===== config.mk =====
export PLATFORM = sky130hd
export DESIGN_NAME = cache_perf_ctrl
export DESIGN_NICKNAME = d
export VERILOG_FILES = /design/src/rtl/cache_perf_pkg.sv /design/src/rtl/perf_event_counter.sv /design/src/rtl/cache_perf_ctrl.sv
export SDC_FILE = /design/constraint.sdc
export NUM_CORES = 1
export LEC_CHECK = 0
export ABC_AREA = 1
export BUFFER_PORTS_ARGS = -buffer_cell sky130_fd_sc_hd__buf_4
export CAP_MARGIN = 20
export CORE_ASPECT_RATIO = 1.2
export CORE_MARGIN = 2
export CORE_UTILIZATION = 45
export CTS_BUF_LIST = sky130_fd_sc_hd__clkbuf_8 sky130_fd_sc_hd__clkbuf_16
export DETAILED_ROUTE_END_ITERATION = 10
export PLACE_DENSITY = 0.63
export SLEW_MARGIN = 10
export SYNTH_ARGS = -nofsm -noshare
export SYNTH_HDL_FRONTEND = slang
export SYNTH_HIERARCHICAL = 1
export SYNTH_SLANG_ARGS = --single-unit

===== constraint.sdc =====
create_clock -name clk -period 3.07 [get_ports clk]
set_input_delay 0.4605 -clock clk [delete_from_list [all_inputs] [get_ports clk]]
set_output_delay 0.4605 -clock clk [all_outputs]
set_load 0.01 [all_outputs]

===== src/rtl/cache_perf_pkg.sv =====
// Shared types and event indices for the cache performance counter block.
package cache_perf_pkg;

   typedef enum logic [1:0] {
      START    = 2'd0,
      STOP     = 2'd1,
      CLEAR    = 2'd2,
      SNAPSHOT = 2'd3
   } perf_cmd_e;

   typedef enum logic [1:0] {
      STOPPED    = 2'd0,
      RUNNING    = 2'd1,
      SNAP_DRAIN = 2'd2
   } perf_state_e;

   localparam int EV_HIT       = 0;
   localparam int EV_MISS      = 1;
   localparam int EV_READ      = 2;
   localparam int EV_WRITE     = 3;
   localparam int EV_WRITEBACK = 4;
   localparam int NUM_EVENTS   = 5;

endpackage


===== src/rtl/perf_event_counter.sv =====
// Single event counter with clear and sticky overflow flag.
// CACHE_PERF_SATURATE_EN defined: saturate at all-ones; undefined: wrap to zero.
module perf_event_counter #(
   parameter int XLEN = 32
) (
   input  logic            clk,
   input  logic            reset_n,
   input  logic            inc,
   input  logic            clr,
   output logic [XLEN-1:0] count,
   output logic            ovf
);

   logic [XLEN-1:0] count_q;
   logic            ovf_q;
   logic            at_max;

   assign at_max = &count_q;

   always_ff @(posedge clk or negedge reset_n) begin
      if (!reset_n) begin
         count_q <= '0;
         ovf_q   <= 1'b0;
      end else if (clr) begin
         count_q <= '0;
         ovf_q   <= 1'b0;
      end else if (inc) begin
         if (at_max) begin
            ovf_q <= 1'b1;
`ifdef CACHE_PERF_SATURATE_EN
            count_q <= count_q;
`else
            count_q <= '0;
`endif
         end else begin
            count_q <= count_q + 1'b1;
         end
      end
   end

   assign count = count_q;
   assign ovf   = ovf_q;

endmodule


===== src/rtl/cache_perf_ctrl.sv =====
// Cache performance counter controller: command FSM, event pipeline and snapshot publish.
// Overflow behaviour of the counters selected by CACHE_PERF_SATURATE_EN.
module cache_perf_ctrl
   import cache_perf_pkg::*;
#(
   parameter int XLEN = 32
) (
   input  logic            clk,
   input  logic            reset_n,
   input  logic            evt_hit,
   input  logic            evt_miss,
   input  logic            evt_read,
   input  logic            evt_write,
   input  logic            evt_writeback,
   input  logic            cmd_valid,
   input  logic [1:0]      cmd_op,
   output logic            cmd_ready,
   output logic            running,
   output logic            snap_done,
   output logic [4:0]      ovf,
   output logic [XLEN-1:0] hit_value,
   output logic [XLEN-1:0] miss_value,
   output logic [XLEN-1:0] read_value,
   output logic [XLEN-1:0] write_value,
   output logic [XLEN-1:0] writeback_value
);

   perf_state_e state_q, state_d;
   perf_cmd_e   cmd;
   logic        resume_run_q, resume_run_d;
   logic        cmd_acc;
   logic        clr;
   logic        count_en;

   logic [NUM_EVENTS-1:0]           evt_p0;
   logic [NUM_EVENTS-1:0]           ev_p1;
   logic                            snap_vld_p1;
   logic                            snap_done_q;
   logic [NUM_EVENTS-1:0][XLEN-1:0] cnt;
   logic [NUM_EVENTS-1:0][XLEN-1:0] pub_q;
   logic [NUM_EVENTS-1:0]           cnt_ovf;

   assign cmd       = perf_cmd_e'(cmd_op);
   assign cmd_ready = (state_q != SNAP_DRAIN);
   assign running   = (state_q == RUNNING) || (state_q == SNAP_DRAIN);
   assign cmd_acc   = cmd_valid && cmd_ready;
   assign clr       = cmd_acc && (cmd == CLEAR);

   always_comb begin
      evt_p0               = '0;
      evt_p0[EV_HIT]       = evt_hit;
      evt_p0[EV_MISS]      = evt_miss;
      evt_p0[EV_READ]      = evt_read;
      evt_p0[EV_WRITE]     = evt_write;
      evt_p0[EV_WRITEBACK] = evt_writeback;
   end

   // A drain entered from STOPPED keeps counting disabled even though running is high.
   always_comb begin
      state_d      = state_q;
      resume_run_d = resume_run_q;
      count_en     = 1'b0;
      case (state_q)
         STOPPED: begin
            if (cmd_acc) begin
               case (cmd)
                  START:    state_d = RUNNING;
                  SNAPSHOT: begin
                     state_d      = SNAP_DRAIN;
                     resume_run_d = 1'b0;
                  end
                  default:  state_d = STOPPED;
               endcase
            end
         end
         RUNNING: begin
            count_en = 1'b1;
            if (cmd_acc) begin
               case (cmd)
                  STOP:     state_d = STOPPED;
                  SNAPSHOT: begin
                     state_d      = SNAP_DRAIN;
                     resume_run_d = 1'b1;
                  end
                  default:  state_d = RUNNING;
               endcase
            end
         end
         SNAP_DRAIN: begin
            count_en = resume_run_q;
            state_d  = resume_run_q ? RUNNING : STOPPED;
         end
         default: state_d = STOPPED;
      endcase
   end

   always_ff @(posedge clk or negedge reset_n) begin
      if (!reset_n) begin
         state_q      <= STOPPED;
         resume_run_q <= 1'b0;
      end else begin
         state_q      <= state_d;
         resume_run_q <= resume_run_d;
      end
   end

   // Stage p1: sampled events and the drain-exit marker; publish happens one edge later
   always_ff @(posedge clk or negedge reset_n) begin
      if (!reset_n) begin
         ev_p1       <= '0;
         snap_vld_p1 <= 1'b0;
      end else begin
         ev_p1       <= clr ? '0 : (evt_p0 & {NUM_EVENTS{count_en}});
         snap_vld_p1 <= (state_q == SNAP_DRAIN);
      end
   end

   // Stage p2: published values; a coincident CLEAR wins over the publish
   always_ff @(posedge clk or negedge reset_n) begin
      if (!reset_n) begin
         pub_q       <= '0;
         snap_done_q <= 1'b0;
      end else begin
         snap_done_q <= snap_vld_p1 && !clr;
         if (clr) begin
            pub_q <= '0;
         end else if (snap_vld_p1) begin
            pub_q <= cnt;
         end
      end
   end

   for (genvar i = 0; i < NUM_EVENTS; i++) begin : g_ctr
      perf_event_counter #(
         .XLEN (XLEN)
      ) u_ctr (
         .clk     (clk),
         .reset_n (reset_n),
         .inc     (ev_p1[i]),
         .clr     (clr),
         .count   (cnt[i]),
         .ovf     (cnt_ovf[i])
      );
   end

   assign snap_done       = snap_done_q;
   assign ovf             = cnt_ovf;
   assign hit_value       = pub_q[EV_HIT];
   assign miss_value      = pub_q[EV_MISS];
   assign read_value      = pub_q[EV_READ];
   assign write_value     = pub_q[EV_WRITE];
   assign writeback_value = pub_q[EV_WRITEBACK];

endmodule


# Word-level counts from Yosys, hierarchy flattened
# Index checks and enable logic that the tools add are counted.
# totals
reg_bits	335
inputBits	10
wordCells	112
out_inout_bits	168
# op_classes
n_bitwise	1
n_reduce_logical	31
n_eq_ne	10
n_addsub	5
n_mux	45
# ops
cell	count
2-to-1 mux 32 bit	15
2-to-1 mux 160 bit	2
adder 32 x 1 -> 32 bit (second input constant)	5
AND reduction 32 bit	5
nonzero test 2 bit	12
2-to-1 mux 1 bit	20
AND reduction 2 bit	6
!= test 2 bit (second input constant)	4
one-hot mux 2 bit (2 select lines)	2
== test 2 bit (second input constant)	3
one-hot mux 2 bit (3 select lines)	1
bitwise AND 5 bit	1
2-to-1 mux 5 bit	1
AND reduction 5 bit	1
== test 2 x 1 -> 1 bit (second input constant)	2
zero test 2 bit	2
2-to-1 mux 2 bit	2
one-hot mux 1 bit (2 select lines)	2
logical AND 1 bit	3
!= test 2 x 1 -> 1 bit (second input constant)	1
zero test 1 bit	1
logical OR 1 bit	1

# Depth between registers and ports, before layout
# Gate-level depths: netlist (run 1).
# depth
depth_word	5
ltp_mapped	14
mapped_depth_nobuf	13

# By module
# The synthesis (run 1) kept the hierarchy.
# modules_own_cells
mod	cells_per_inst	seq_area_each_um2	area_per_inst_um2	instances
perf_event_counter	272	825.8	1976.9	5
cache_perf_ctrl	767	4254.1	7071.8	1

# Worst setup path before layout (run 1)
# OpenSTA, ideal clock, no wires.
# synth_timing
path_kind	reg2reg
start	register state_q[0]
end	register g_ctr[0].u_ctr.count_q[29]
required_time_ns	2.951
path_slack_ns	0.620
path_buffers	1
arrival_time_ns	2.331
path_stages_with_launch	14
setup_ns	0.119
cell_sequence	dfrtp_1 inv_1 ha_1 inv_2 nand4_4 buf_4 inv_1 nor2_2 nor2_2 nand3_2 nor2_1 nand3_1 nand2_1 nor2_1
# synth_between
elab_chain_len	4
word_cells_on_any_way	5
# synth_lines
item	line_no	rtl
start: declaration	cache_perf_ctrl.sv:28	perf_state_e state_q, state_d;
start signal: assignment	cache_perf_ctrl.sv:102	state_q <= state_d;
!= test 2 bit *	cache_perf_ctrl.sv:44	assign cmd_ready = (state_q != SNAP_DRAIN);
named net cmd_ready	cache_perf_ctrl.sv:17	output logic cmd_ready,
logical AND 1 bit *	cache_perf_ctrl.sv:46	assign cmd_acc = cmd_valid && cmd_ready;
logical AND 1 bit *	cache_perf_ctrl.sv:47	assign clr = cmd_acc && (cmd == CLEAR);
named net clr	cache_perf_ctrl.sv:32	logic clr;
2-to-1 mux 32 bit / nonzero test 2 bit (equally long branches)	-	
end signal: assignment	perf_event_counter.sv:36	count_q <= count_q + 1'b1;
end: declaration	perf_event_counter.sv:14	logic [XLEN-1:0] count_q;
# The timed path passes the listed nets; every way through them passes the cells marked *.
# A chain may end at the register's enable or synchronous reset.

# Final worst setup path (run 1)
# layout_timing
start	register state_q[0]
end	register pub_q, in the netlist writeback_value[16]
# layout_between
elab_chain_len	4
word_cells_on_any_way	5
# layout_lines
item	line_no	rtl
!= test 2 bit *	cache_perf_ctrl.sv:44	
logical AND 1 bit *	cache_perf_ctrl.sv:46	
logical AND 1 bit *	cache_perf_ctrl.sv:47	
2-to-1 mux 160 bit / nonzero test 2 bit (equally long branches)	-	
end signal: assignment	cache_perf_ctrl.sv:128	pub_q <= cnt;
end: declaration	cache_perf_ctrl.sv:40	logic [NUM_EVENTS-1:0][XLEN-1:0] pub_q;
# Mark *: on every way between the ends. The rest lies on a longest branch, timed or not.

==> qor.txt, run 1 <==
CP Data Required Time = 3530 ps
Congestion Overflow GR = 0
Synth top area share = 49.4%
reg2reg setup slack = 410 ps
worst-case reg-to-reg path depth = 8
crit path max fanout = 195
RSZ-0062 raised after global routing = no
ant diodes = 0
WS Path Type = flip-flop to flip-flop
Final Critical Period = 2660 ps
vias per inst = 5.18
Place WS = 493 ps
root buffer cell = clkbuf_16
relative slew slack = 44.4%
Layout Skew = 14.8 ps
Max Freq = 376 MHz
final setup fails = 0
initial antenna violation count = 0
Die X-Extent = 181 um
clk sinks = 335
share of cells above drive strength 1 = 16.4%
commonest non-fill, non-tap cells in the layout = nand2_1 (561), nand3_1 (417), dfrtp_1 (334)
Initial DRC Count = 949
Hold Path End = ev_p1[3]
maximum VDD drop = 524 uV
FF-to-FF End = writeback_value[16]
outcome = finished, final reports clean
port buffer count = 177
Core Area = 37,000 um2
Area Overhead vs Synth = 16.7%
CTS tree = built
Skew-Pair Late Insertion Delay = 530 ps
pwr dens = 668 nW/um2
Antenna Nets Post-Route = 0
Critical Path Start Type = flip-flop
first-pass GRT wire length = 72,000 um
Hold Path Class = input port to flip-flop
Mapped Nets = 2,146
Syn Inst Count = 2,127
post_cts resized = 0
die span in y = 217 um
Layout Nets = 2,302
Max Root-Sink Buffers = 3
Initial Utilization = 45.8%
row count = 77
Worst setup EP type = flip-flop
All-Layer GR Usage = 22.2%
arrival time of the worst setup path = 3120 ps
area leader, netlist = dfrtp_1
Yosys warning total = 6
Placed Instances = 2,718
Hold Path Origin = evt_write
Post-Syn Area = 17,000 um2
reg2reg start = state_q[0]
Clock transition at path regs = 60 ps
Non-Filler Instances = 2,782
IO Count = 178
via count = 14,400
commonest non-fill, non-tap cell in the layout = nand2_1
DRT Pass-1 Iters = 5
H-tree levels = 2
Core Util, Final = 53.5%
# DRC = 0
WL/cell = 15.3 um
register bit total from synthesis = 335
fin crit share = 86.6%
fillers = 3,549
Hold Path Stages = 3
post-route setup slack = 410 ps
Final Wtd Congestion = 0.865
DP Wirelength = 29,200 um
Slew Limit Fails = 0
sequential area share after synthesis = 49.4%
total power = 13.2 mW
Final Hold Viols = 0
ranking of synthesized cells by area = dfrtp_1 (49%), nand2_1 (12%), nand3_1 (12%)
Distinct cells, synth = 30
P_leak = 9.97 nW
Worst Tran Pin Value = 834 ps
number of global-route vias before repair = 14,300
Avg Cell Area, Syn = 7.97 um2
cts bufs inserted = 36
# Max-Cap Violations = 0
largest net degree at the start of global routing = 196
Fin Setup TNS = 0 ps
die area = 39,300 um2
final WL = 42,600 um
-- critical path: stages, from the launching register on --
cell	delay (ps)
dfrtp_1	420
inv_1	110
ha_1	250
inv_2	80
nand4_4	80
buf_12	540
buf_4	640
nand3_1	160
nand2_1	100
-- sequential cells by signal, summed over array words and instances, names as in the netlist --
register and cells:
state_q 2, resume_run_q 1, ev_p1 5, writeback_value 32, miss_value 32, g_ctr.u_ctr/ovf 5
snap_vld_p1 1, snap_done 1, write_value 32, hit_value 32, read_value 32, g_ctr.u_ctr/count 160
-- stage by stage --
stage          hold WS (ps)  cell area, um2
2_1_floorplan           165           17000
3_3_place_gp            488           18600
3_5_place_dp            486           18600
4_1_cts                 146           19800
5_1_grt                 143           19800
6_report                169           19800
-- cells by family (layout without fill, tap and decap cells) --
logic type | Yosys count | after routing | synth area share (%)
XOR/XNOR | 60 | 60 | 3.10
flip-flops | 335 | 335 | 49.4
AND/OR/NAND/NOR | 1424 | 1424 | 37.7
AO/OA/AOI/OAI | 64 | 64 | 2.35
buffers and inverters | 235 | 416 | 6.72
adder cells (fa/ha/maj) | 9 | 9 | 0.664
-- metal layers --
layer / vias up / global-route usage (%) / routed length, um
li1: 7137 / - / -
met1: 6908 / 28.0 / 18500
met2: 319 / 38.8 / 21200
met3: 56 / 4.23 / 2050
met4: 0 / 6.23 / 834
met5: - / 0 / 0
-- synthesized netlist by cell type, drive strengths merged --
cell,number
clkinv,5
buf,67
nor2,375
nand3,422
o21ai,12
clkbuf,13
o21bai,30
a21boi,1
xnor2,30
a21oi,21
and3,5
xor2,30
nand4,31
nand2,586
inv,150
dfrtp,335
ha,9
nor3,5
-- how the worst max path moves through the flow --
stage	start	end	slack, ps
6_report	state_q[0]	writeback_value[16]	410
3_3_place_gp	state_q[0]	write_value[6]	600
3_5_place_dp	state_q[0]	write_value[6]	490
2_1_floorplan	state_q[0]	g_ctr[0].u_ctr/count[29]	620
4_1_cts	state_q[0]	write_value[6]	480
5_1_grt	state_q[0]	writeback_value[20]	160
-- power by group --
part           switching (mW)  internal [mW]  total [mW]  leakage (nW)
logic                    1.69           1.12        2.81          4.82
registers               0.885           5.16        6.05          4.53
clock network            1.75           2.60        4.36         0.622
total                    4.33           8.88        13.2          9.97
-- repair_timing --
action / CTS / global route
hold endpoints to repair: 61 / 0
buffers inserted: 0 / 0
setup endpoints to repair: 0 / 0
hold buffers: 1 / 0
-- cell type report --
type                            count  area (um2)  share of cell area (%)
Timing Repair Buffer              198        1580                    8.00
Clock inverter                     19         164                   0.828
Tap cell                          474         593                    3.00
Clock buffer                       44        1020                    5.16
Inverter                          155         609                    3.08
Multi-Input combinational cell   1557        7430                    37.6
Sequential cell                   335        8390                    42.4
Power figures use the tool's default switching activity.
==> inputs of run 2 (changes only) <==
Settings changed: CELL_PAD_IN_SITES_DETAIL_PLACEMENT from default to 2, CELL_PAD_IN_SITES_GLOBAL_PLACEMENT from default to 2, CORE_UTILIZATION 45 to 35, PLACE_DENSITY 0.63 to 0.79.
==> qor.txt, run 2 (synthesis gave the netlist of run 1 again) <==
Hold Path Class = input port to flip-flop
multi-input logic area = 7430 um2
P_leak = 10.0 nW
Placed Instances = 2,871
Worst Tran Pin Value = 1060 ps
relative slew slack = 29.4%
Slowest-stage cell, CP = dfrtp_1
vias per inst = 5.13
Non-Filler Instances = 2,941
Layout Skew = 9.24 ps
cts bufs inserted = 39
Initial Utilization = 35.3%
number of global-route vias before repair = 17,000
Critical Path Start Type = flip-flop
Largest register FFs = 160
WS Path Type = flip-flop to flip-flop
ant diodes = 0
crit path max fanout = 8
most frequent cell on the critical path = nor2_2
commonest non-fill, non-tap cell in the layout = nand2_1
commonest non-fill, non-tap cells in the layout = nand2_1 (561), nand3_1 (417), dfrtp_1 (334)
Slew Limit Fails = 0
pwr dens = 692 nW/um2
final WL = 55,300 um
Fin Setup TNS = 0 ps
hold_ws = 139 ps
DP Wirelength = 37,900 um
Crit path depth = 13
Core Area = 48,000 um2
Max Root-Sink Buffers = 3
largest net degree at the start of global routing = 219
die span in y = 245 um
clk sinks = 335
Antenna Nets Post-Route = 0
IO Count = 178
arrival time of the worst setup path = 3230 ps
Die X-Extent = 205 um
die area = 50,200 um2
CP Data Required Time = 3510 ps
DRT Pass-1 Iters = 4
FF/Latch Area = 8390 um2
final setup fails = 0
Congestion Overflow GR = 0
Final Hold Viols = 0
Final Wtd Congestion = 0.828
root buffer cell = clkbuf_16
port buffer count = 177
outcome = finished, final reports clean
# DRC = 0
initial antenna violation count = 0
Layout Nets = 2,302
CP top delay family = simple AND/OR/NAND/NOR gates
H-tree levels = 2
Hold Path Stages = 3
All-Layer GR Usage = 22.6%
fin crit share = 90.8%
row count = 88
CP max stage delay = 400 ps
via count = 15,100
# Max-Cap Violations = 0
crit path cell chain = inv_1 > ha_1 > inv_2 > nand4_4 > inv_1 > buf_4 > nor2_2 > nor2_4 > nand2_1 > nor2_2 > nand3_1 > nand2_1 > nor2_2
RSZ-0062 raised after global routing = no
postcts setup bufs = 0
share of cells above drive strength 1 = 16.4%
fillers = 5,578
Skew-Pair Late Insertion Delay = 560 ps
first-pass GRT wire length = 91,600 um
CTS tree = built
Worst Path Buf+Inv = 4
Final Critical Period = 2790 ps
Initial DRC Count = 566
total power = 13.9 mW
Area Overhead vs Synth = 18.5%
Max Freq = 359 MHz
worst-case reg-to-reg path depth = 13
maximum VDD drop = 397 uV
Clock transition at path regs = 60 ps
Worst setup EP type = flip-flop
WL/cell = 18.8 um
run 2: worst reg2reg max path, delay by kind of cell (launching register included):
family,cells,cell delay [ps]
DFF,1,400
buffers and inverters,4,810
and+or+nand+nor,8,1210
adders and majority gates,1,250
run 2: cell type report:
| type | instances | share of cell area (%) |
|---|---|---|
| tap | 630 | 3.92 |
| sequential | 335 | 41.7 |
| timing repair buffer | 195 | 7.77 |
| inverter | 155 | 3.05 |
| multi-input combinational | 1557 | 37.0 |
| clock inverter | 22 | 1.00 |
| clock buffer | 47 | 5.52 |
run 2: per-layer routing:
layer / GRT usage (%) / part of all wire (%) / vias to the layer above / routed length (um)
met4: 5.76 / 1.8 / 0 / 1020
met5: 0 / 0 / - / 0
li1: - / - / 7116 / -
met2: 40.9 / 52 / 160 / 28600
met3: 3.20 / 3.0 / 61 / 1630
met1: 28.0 / 43 / 7745 / 24000
run 2: power breakdown:
group | switching [mW] | total [mW] | internal, mW
sequential | 0.930 | 6.09 | 5.16
combinational | 1.85 | 2.97 | 1.12
clock | 1.94 | 4.83 | 2.89
total | 4.72 | 13.9 | 9.17
run 2: worst paths after layout:
| path | from | to | slack, ps |
|---|---|---|---|
| setup reg to reg | state_q[0] | g_ctr[3].u_ctr/count[20] | 280 |
| hold reg to reg | read_value[23] | read_value[23] | 500 |
| min in group asynchronous | reset_n | writeback_value[19] | 460 |
| hold / removal | evt_writeback | ev_p1[4] | 140 |
| max in group asynchronous | reset_n | hit_value[19] | 1650 |
| setup / recovery | state_q[0] | g_ctr[3].u_ctr/count[20] | 280 |
run 2: metrics by stage:
| stage | utilization (%) | setup slack (ps) | cell area, um2 |
|---|---|---|---|
| floorplan | - | 620 | 17000 |
| global placement | 39.1 | 530 | 18800 |
| detailed placement | 39.1 | 265 | 18800 |
| CTS | 41.9 | 219 | 20100 |
| global route | 41.9 | 25.1 | 20100 |
| finish | 41.9 | 284 | 20100 |
run 2: timing repair:
item,CTS,global route
endpoints found under the hold margin,61,0
gates resized for setup,0,0
hold buffers,1,0
